`src/rtl/coram_fill_userlogic.sv`:
```
// coram_fill_userlogic: fills a CoRAM memory with seed + i*stride per channel command and returns the wrapped word sum.

// CoramMemory1P: single-port CoRAM buffer, synchronous write, registered read.
module CoramMemory1P #(
    parameter     CORAM_THREAD_NAME = "undefined",
    parameter int CORAM_ID          = 0,
    parameter int CORAM_SUB_ID      = 0,
    parameter int CORAM_ADDR_LEN    = 7,
    parameter int CORAM_DATA_WIDTH  = 32
) (
    input  logic                        CLK,
    input  logic [CORAM_ADDR_LEN-1:0]   ADDR,
    input  logic [CORAM_DATA_WIDTH-1:0] D,
    input  logic                        WE,
    output logic [CORAM_DATA_WIDTH-1:0] Q
);
    logic [CORAM_DATA_WIDTH-1:0] mem [2**CORAM_ADDR_LEN];

    // write port and registered read port share the single address
    always_ff @(posedge CLK) begin
        if (WE) mem[ADDR] <= D;
        Q <= mem[ADDR];
    end
endmodule

// CoramChannel: word FIFOs between user logic and the control thread; the sys_* side belongs to the thread.
module CoramChannel #(
    parameter     CORAM_THREAD_NAME = "undefined",
    parameter int CORAM_ID          = 0,
    parameter int CORAM_ADDR_LEN    = 4,
    parameter int CORAM_DATA_WIDTH  = 32
) (
    input  logic                        CLK,
    input  logic                        RST,
    input  logic [CORAM_DATA_WIDTH-1:0] D,
    input  logic                        ENQ,
    output logic                        FULL,
    output logic [CORAM_DATA_WIDTH-1:0] Q,
    input  logic                        DEQ,
    output logic                        EMPTY
);
    localparam int AL = CORAM_ADDR_LEN;
    localparam int PW = AL + 1;

    // thread side: idle until the control thread drives it
    logic                        sys_enq  = 1'b0;
    logic [CORAM_DATA_WIDTH-1:0] sys_d    = '0;
    logic                        sys_deq  = 1'b0;
    logic                        sys_hold = 1'b0;
    logic [CORAM_DATA_WIDTH-1:0] sys_q;
    logic                        sys_empty;

    logic [CORAM_DATA_WIDTH-1:0] in_mem  [2**AL];
    logic [CORAM_DATA_WIDTH-1:0] out_mem [2**AL];
    logic [PW-1:0]               in_wr, in_rd, out_wr, out_rd;
    logic                        push_out;

    assign EMPTY     = in_wr == in_rd;
    assign FULL      = sys_hold || (out_wr[AL-1:0] == out_rd[AL-1:0] && out_wr[AL] != out_rd[AL]);
    assign sys_empty = out_wr == out_rd;
    assign sys_q     = out_mem[out_rd[AL-1:0]];
    assign push_out  = ENQ && !FULL;

    // FIFO storage, no reset on the data arrays
    always_ff @(posedge CLK) begin
        if (sys_enq) in_mem[in_wr[AL-1:0]] <= sys_d;
        if (push_out) out_mem[out_wr[AL-1:0]] <= D;
    end

    // pointers and the registered pop data toward user logic
    always_ff @(posedge CLK or posedge RST) begin
        if (RST) begin
            in_wr  <= '0;
            in_rd  <= '0;
            out_wr <= '0;
            out_rd <= '0;
            Q      <= '0;
        end else begin
            if (sys_enq) in_wr <= in_wr + PW'(1);
            if (DEQ && !EMPTY) begin
                Q     <= in_mem[in_rd[AL-1:0]];
                in_rd <= in_rd + PW'(1);
            end
            if (push_out) out_wr <= out_wr + PW'(1);
            if (sys_deq && !sys_empty) out_rd <= out_rd + PW'(1);
        end
    end
endmodule

module coram_fill_userlogic #(
    parameter int W_A         = 7,
    parameter int W_COMM_A    = 4,
    parameter int W_D         = 32,
    parameter int SIZE        = 128,
    parameter     THREAD_NAME = "ctrl_thread"
) (
    input  logic           CLK,
    input  logic           RST_N,
    output logic           busy,
    output logic [W_D-1:0] checksum,
    output logic [15:0]    block_count
);
    typedef enum logic [2:0] {IDLE, SEED, STR_REQ, STR, WRITE, REPORT} state_t;

    state_t         state, state_n;
    logic [W_D-1:0] val, val_n, stride, stride_n, acc, acc_n, step;
    logic [W_A-1:0] addr, addr_n;
    logic           mem_we, mem_we_n;
    logic [W_A-1:0] mem_addr, mem_addr_n;
    logic [W_D-1:0] mem_d, mem_d_n, mem_q_unused;
    logic           ch_enq, ch_enq_n, ch_deq, ch_deq_n, ch_full, ch_empty;
    logic [W_D-1:0] ch_d, ch_d_n, ch_q, checksum_n;
    logic [15:0]    block_count_n;

    CoramMemory1P #(
        .CORAM_THREAD_NAME(THREAD_NAME),
        .CORAM_ID(0),
        .CORAM_SUB_ID(0),
        .CORAM_ADDR_LEN(W_A),
        .CORAM_DATA_WIDTH(W_D)
    ) u_mem (
        .CLK(CLK),
        .ADDR(mem_addr),
        .D(mem_d),
        .WE(mem_we),
        .Q(mem_q_unused)
    );

    CoramChannel #(
        .CORAM_THREAD_NAME(THREAD_NAME),
        .CORAM_ID(0),
        .CORAM_ADDR_LEN(W_COMM_A),
        .CORAM_DATA_WIDTH(W_D)
    ) u_chan (
        .CLK(CLK),
        .RST(!RST_N),
        .D(ch_d),
        .ENQ(ch_enq),
        .FULL(ch_full),
        .Q(ch_q),
        .DEQ(ch_deq),
        .EMPTY(ch_empty)
    );

    // the stride pop lands on Q during the first write, so use it directly there
    assign step = (addr == '0) ? ch_q : stride;

    // state register
    always_ff @(posedge CLK or negedge RST_N) begin
        if (!RST_N) state <= IDLE;
        else        state <= state_n;
    end

    // next state and next values of every registered control
    always_comb begin
        state_n       = state;
        val_n         = val;
        stride_n      = stride;
        acc_n         = acc;
        addr_n        = addr;
        mem_we_n      = 1'b0;
        mem_addr_n    = mem_addr;
        mem_d_n       = mem_d;
        ch_enq_n      = 1'b0;
        ch_deq_n      = 1'b0;
        ch_d_n        = ch_d;
        checksum_n    = checksum;
        block_count_n = block_count;
        case (state)
            IDLE: begin
                ch_deq_n = !ch_empty;
                state_n  = ch_empty ? IDLE : SEED;
            end
            SEED: begin
                acc_n   = '0;
                state_n = STR_REQ;
            end
            STR_REQ: begin
                val_n    = ch_q;
                ch_deq_n = !ch_empty;
                state_n  = ch_empty ? STR_REQ : STR;
            end
            STR: begin
                addr_n  = '0;
                state_n = WRITE;
            end
            WRITE: begin
                mem_we_n   = 1'b1;
                mem_addr_n = addr;
                mem_d_n    = val;
                stride_n   = step;
                acc_n      = acc + val;
                val_n      = val + step;
                addr_n     = addr + W_A'(1);
                state_n    = (addr == W_A'(SIZE - 1)) ? REPORT : WRITE;
            end
            REPORT: begin
                if (!ch_full) begin
                    ch_enq_n      = 1'b1;
                    ch_d_n        = acc;
                    checksum_n    = acc;
                    block_count_n = block_count + 16'd1;
                    state_n       = IDLE;
                end
            end
            default: state_n = IDLE;
        endcase
    end

    // datapath and output registers
    always_ff @(posedge CLK or negedge RST_N) begin
        if (!RST_N) begin
            val         <= '0;
            stride      <= '0;
            acc         <= '0;
            addr        <= '0;
            mem_we      <= 1'b0;
            mem_addr    <= '0;
            mem_d       <= '0;
            ch_enq      <= 1'b0;
            ch_deq      <= 1'b0;
            ch_d        <= '0;
            busy        <= 1'b0;
            checksum    <= '0;
            block_count <= '0;
        end else begin
            val         <= val_n;
            stride      <= stride_n;
            acc         <= acc_n;
            addr        <= addr_n;
            mem_we      <= mem_we_n;
            mem_addr    <= mem_addr_n;
            mem_d       <= mem_d_n;
            ch_enq      <= ch_enq_n;
            ch_deq      <= ch_deq_n;
            ch_d        <= ch_d_n;
            busy        <= state != IDLE;
            checksum    <= checksum_n;
            block_count <= block_count_n;
        end
    end
endmodule

```
`config.mk`:
```
export PLATFORM = sky130hd
export DESIGN_NAME = coram_fill_userlogic
export DESIGN_NICKNAME = d
export VERILOG_FILES = /design/src/rtl/coram_fill_userlogic.sv
export SDC_FILE = /design/constraint.sdc
export NUM_CORES = 1
export LEC_CHECK = 0
export ABC_AREA = 1
export CORE_MARGIN = 1
export CORE_UTILIZATION = 50
export CTS_BUF_LIST = sky130_fd_sc_hd__clkbuf_8
export CTS_CLUSTER_DIAMETER = 80
export DETAILED_ROUTE_END_ITERATION = 8
export PLACE_DENSITY = 0.68
export SYNTH_ARGS = -nofsm -noshare
export SYNTH_HDL_FRONTEND = slang
export SYNTH_SLANG_ARGS = --single-unit
```
`constraint.sdc`:
```
create_clock -name CLK -period 5 [get_ports CLK]
set_input_delay 0.5 -clock CLK [delete_from_list [all_inputs] [get_ports CLK]]
set_output_delay 0.5 -clock CLK [all_outputs]
set_load 0.05 [all_outputs]
```
==> results.txt <==
----------------------------------------------------
[Outcome]
  Result of the run ... complete, but fails checks
  Failing checks ... design-rule violations

[Die]
  Die extent in x ... 152 um
  Die height ... 152 um
  Top-level I/O count ... 51
  Starting density of the core ... 51.4%
  Core Rows ... 54
  Core ar. ... 22000 um^2
  Die Outline Area ... 23200 um^2

[Placement]
  DP HPWL ... 21200 um
  Number of instances in the placed design ... 2033
  Final weighted congestion in routability-driven placement ... 0.957
  Port buffer count ... 50

[STA]
  Fin crit share ... 59.7%
  Relative slew slack ... 36.4%
  Worst clock skew on the final layout ... 0.0156 ns
  Transition time at the pin with the least slew margin ... 0.953 ns
  RSZ-0062 raised after global routing ... false
  Final hold vios ... 0
  Slew Viols, Final ... 0
  Final sum of negative setup slack ... 0 ns
  Post-layout min period ... 2.99 ns
  Final-report setup violation count ... 0
  Fmax ... 335 MHz

[Logic synthesis]
  Fraction of synthesis flops using an asynchronous set or reset pin ... 100%
  Number of flops mapped to enable cells by yosys ... 0
  Sequential-to-total area share from yosys stat ... 36.9%
  Number of nets in the synthesized netlist ... 1797
  Total of flip-flops plus latches after synthesis ... 167
  Library cells used by synthesis ... 38
  Cell area after synthesis ... 11300 um^2
  Mapped Cells ... 1724
  Mean Syn Cell Area ... 6.56 um^2
  Top FF cell, synth ... dfrtp_1
  Total of warnings raised by yosys ... 0

[CTS]
  Clock Path Buffers ... 2
  Root Buffer Master ... clkbuf_8
  Number of buffers created by CTS ... 17
  TritonCTS clock tree ... yes
  Clock net sink count ... 167
  CTS H-Tree Depth ... 4
  Reg clk slew, reported paths ... 0.11 ns
  Number of buffers inserted by hold repair at cts ... 0
  Post-CTS setup buffer count ... 0
  Later-pin clock latency in the skew report ... 0.48 ns
  Quantity of gates resized following cts ... 0

[Power]
  Max IR drop VDD ... 0.000125 V
  Power density cells ... 191 nW/um^2
  Static Leak ... 7.37 nW

[Global routing]
  Total global routing overflow ... 0
  Via count of the first global-routing pass ... 9775
  Largest net degree at the start of global routing ... 80
  Gr usage total ... 25.1%
  First-pass GRT wire length ... 46600 um
  Number of antenna violations at the first check in global routing ... 0

[Critical path]
  Highest-delay cell along the critical path ... dfrtp_1
  Start-to-end type of the worst setup path ... flop to flop
  Maximum fanout encountered on the critical timing path ... 33
  Critical path required time ... 5.36 ns
  Kind of start point of the critical path ... flop
  Data arrival time of the critical path ... 3.35 ns
  Worst path cell trace ... inv_1 > ha_1 > nand4_1 > buf_4 > nand2_1 > inv_1 > ha_1 > inv_1 > fa_1 > inv_1 > nand2_1 > o21ai_2 > nand2_1 > nand3_1 > nand2_1 > nand2_1 > nand2_1 > nand3_1 > nand2_1
  CP max stage delay ... 0.38 ns
  Most common cell type on the critical path ... nand2_1
  Critical path capture point type ... flop

[Min path]
  Min-Delay Path Class ... primary input to async pin

[Route]
  Number of detailed-route iterations in the first pass ... 9
  Number of design rule violations left after detail routing ... 7
  Average wire length per cell after detail routing ... 13.3 um
  Via density per instance ... 4.96
  Routed via count ... 10246
  Routed WL ... 27400 um
  Violation count after the first detailed-route iteration ... 654
  Count of nets left with antenna violations after detail routing ... 0

[Final layout]
  Count of filler cells inserted in the layout ... 2157
  Antenna cell count ... 0
  Fraction of layout cells with a size suffix above 1 ... 3.25%
  Layout net count ... 1845
  Syn-to-layout area delta ... 10.2%
  Final non-filler cell total ... 2065

[Job]
  Max capacitance violation total ... 0

----------------------------------------------------
-- worst max-delay path, delay by kind of cell, from the launching register on --
family                   cells  cell delay (ns)
AO/OA/AOI/OAI                1             0.20
adder cells (fa/ha/maj)      3             0.77
buffers and inverters        5             0.64
flip-flops                   1             0.38
AND/OR/NAND/NOR             10             0.87
-- metal layers --
metal / vias up / GRT usage [%] / share of wire, % / routed length (um)
met5: - / 0 / 0 / 0
met4: 0 / 7.36 / 1.8 / 498
met3: 29 / 3.61 / 4.6 / 1250
met2: 230 / 41.3 / 45 / 12300
met1: 4641 / 34.4 / 49 / 13300
li1: 5346 / - / - / -
-- cell families after synthesis --
kind of cell	share of synthesized area [%]
AND/OR/NAND/NOR	33.4
XOR/XNOR	2.09
buffers and inverters	12.4
adder cells (fa/ha/maj)	7.98
AO/OA/AOI/OAI	7.19
flip-flops	36.9
-- layout by cell type, fill, tap and decap left out, types with 2 or more instances in the layout --
cell and instances:
clkbuf_8 19, xor2_1 17, nand4_1 11, nor3_2 3, nand3_1 86, o21ai_1 2
fa_1 2, nand3b_1 4, nand2_2 4, nor3_1 11, nand3_2 2, nor2_2 3
ha_1 69, inv_2 5, o21ai_0 65, xnor2_1 10, nand2_1 671, clkdlybuf4s50_1 49
and2_1 4, inv_6 4, clkinv_4 2, nor2_1 141, a21oi_1 62, o21bai_1 6
inv_8 5, inv_1 334, o22ai_1 5, o32ai_1 3, buf_4 5, a21o_1 2
dfrtp_1 167
-- cells in the mapped netlist, types with 2 or more instances --
master | number | area (um^2)
inv_1 | 334 | 1250
xor2_1 | 17 | 149
dfrtp_1 | 167 | 4180
nor2_1 | 142 | 533
xnor2_1 | 10 | 87.6
o21ai_0 | 65 | 325
nor3_1 | 11 | 55.1
nand3b_1 | 4 | 30.0
o21ai_1 | 2 | 10.0
nand3_1 | 86 | 430
nand3_2 | 2 | 20.0
clkbuf_1 | 4 | 15.0
nand4_1 | 11 | 68.8
o22ai_1 | 5 | 31.3
o21bai_1 | 6 | 45.0
ha_1 | 69 | 863
nand2_2 | 4 | 25.0
a21oi_1 | 62 | 310
o32ai_1 | 3 | 26.3
a21o_1 | 2 | 15.0
nor3_2 | 3 | 30.0
fa_1 | 2 | 40.0
nand2_1 | 671 | 2520
buf_2 | 20 | 100
inv_2 | 5 | 18.8
and2_1 | 4 | 25.0
nor2_2 | 2 | 12.5
-- power breakdown --
group          switching (mW)  internal (mW)
Sequential                  0           1.35
Combinational          0.0253        0.00176
Clock                   0.604          0.399
-- flip-flops by register name, indices dropped and copies added (netlist names) --
name / flops
addr: 7
stride: 32
u_chan.out_wr: 5
u_chan.in_rd: 5
val: 32
ch_deq: 1
block_count: 16
state: 3
acc: 32
checksum: 32
busy: 1
ch_enq: 1
-- stage by stage --
stage	util [%]	power, mW	cell area, um^2	setup WS, ns	hold slack, ns
finish	56.6	2.38	12500	2.01	0.0271
global route	56.6	2.46	12500	1.72	0.0708
CTS	56.6	2.40	12500	2.04	0.0577
detailed placement	54.8	1.41	12100	2.09	0.460
global placement	54.8	1.41	12100	2.15	0.455
floorplan	-	1.38	11300	2.36	0.204
-- layout make-up --
cell class / count / area, um^2 / area share, %
sequential: 167 / 4180 / 33.5
clock buffer: 19 / 262 / 2.10
clock inverter: 13 / 133 / 1.06
timing repair buffer: 55 / 539 / 4.33
multi-input combinational: 1192 / 5730 / 46.0
inverter: 339 / 1270 / 10.2
tap: 280 / 350 / 2.81
-- worst paths after layout --
path / start / endpoint / slack (ns) / cells past startpoint
min in group CLK: block_count[15] / block_count[15] / 0.47 / 1
min reg2reg: block_count[15] / block_count[15] / 0.47 / 1
max reg2reg: addr[0] / val[20] / 2.01 / 19
max in group asynchronous: RST_N / acc[21] / 3.90 / 2
min: RST_N / checksum[1] / 0.03 / 1
max: addr[0] / val[20] / 2.01 / 19
Power figures use the tool's default switching activity.
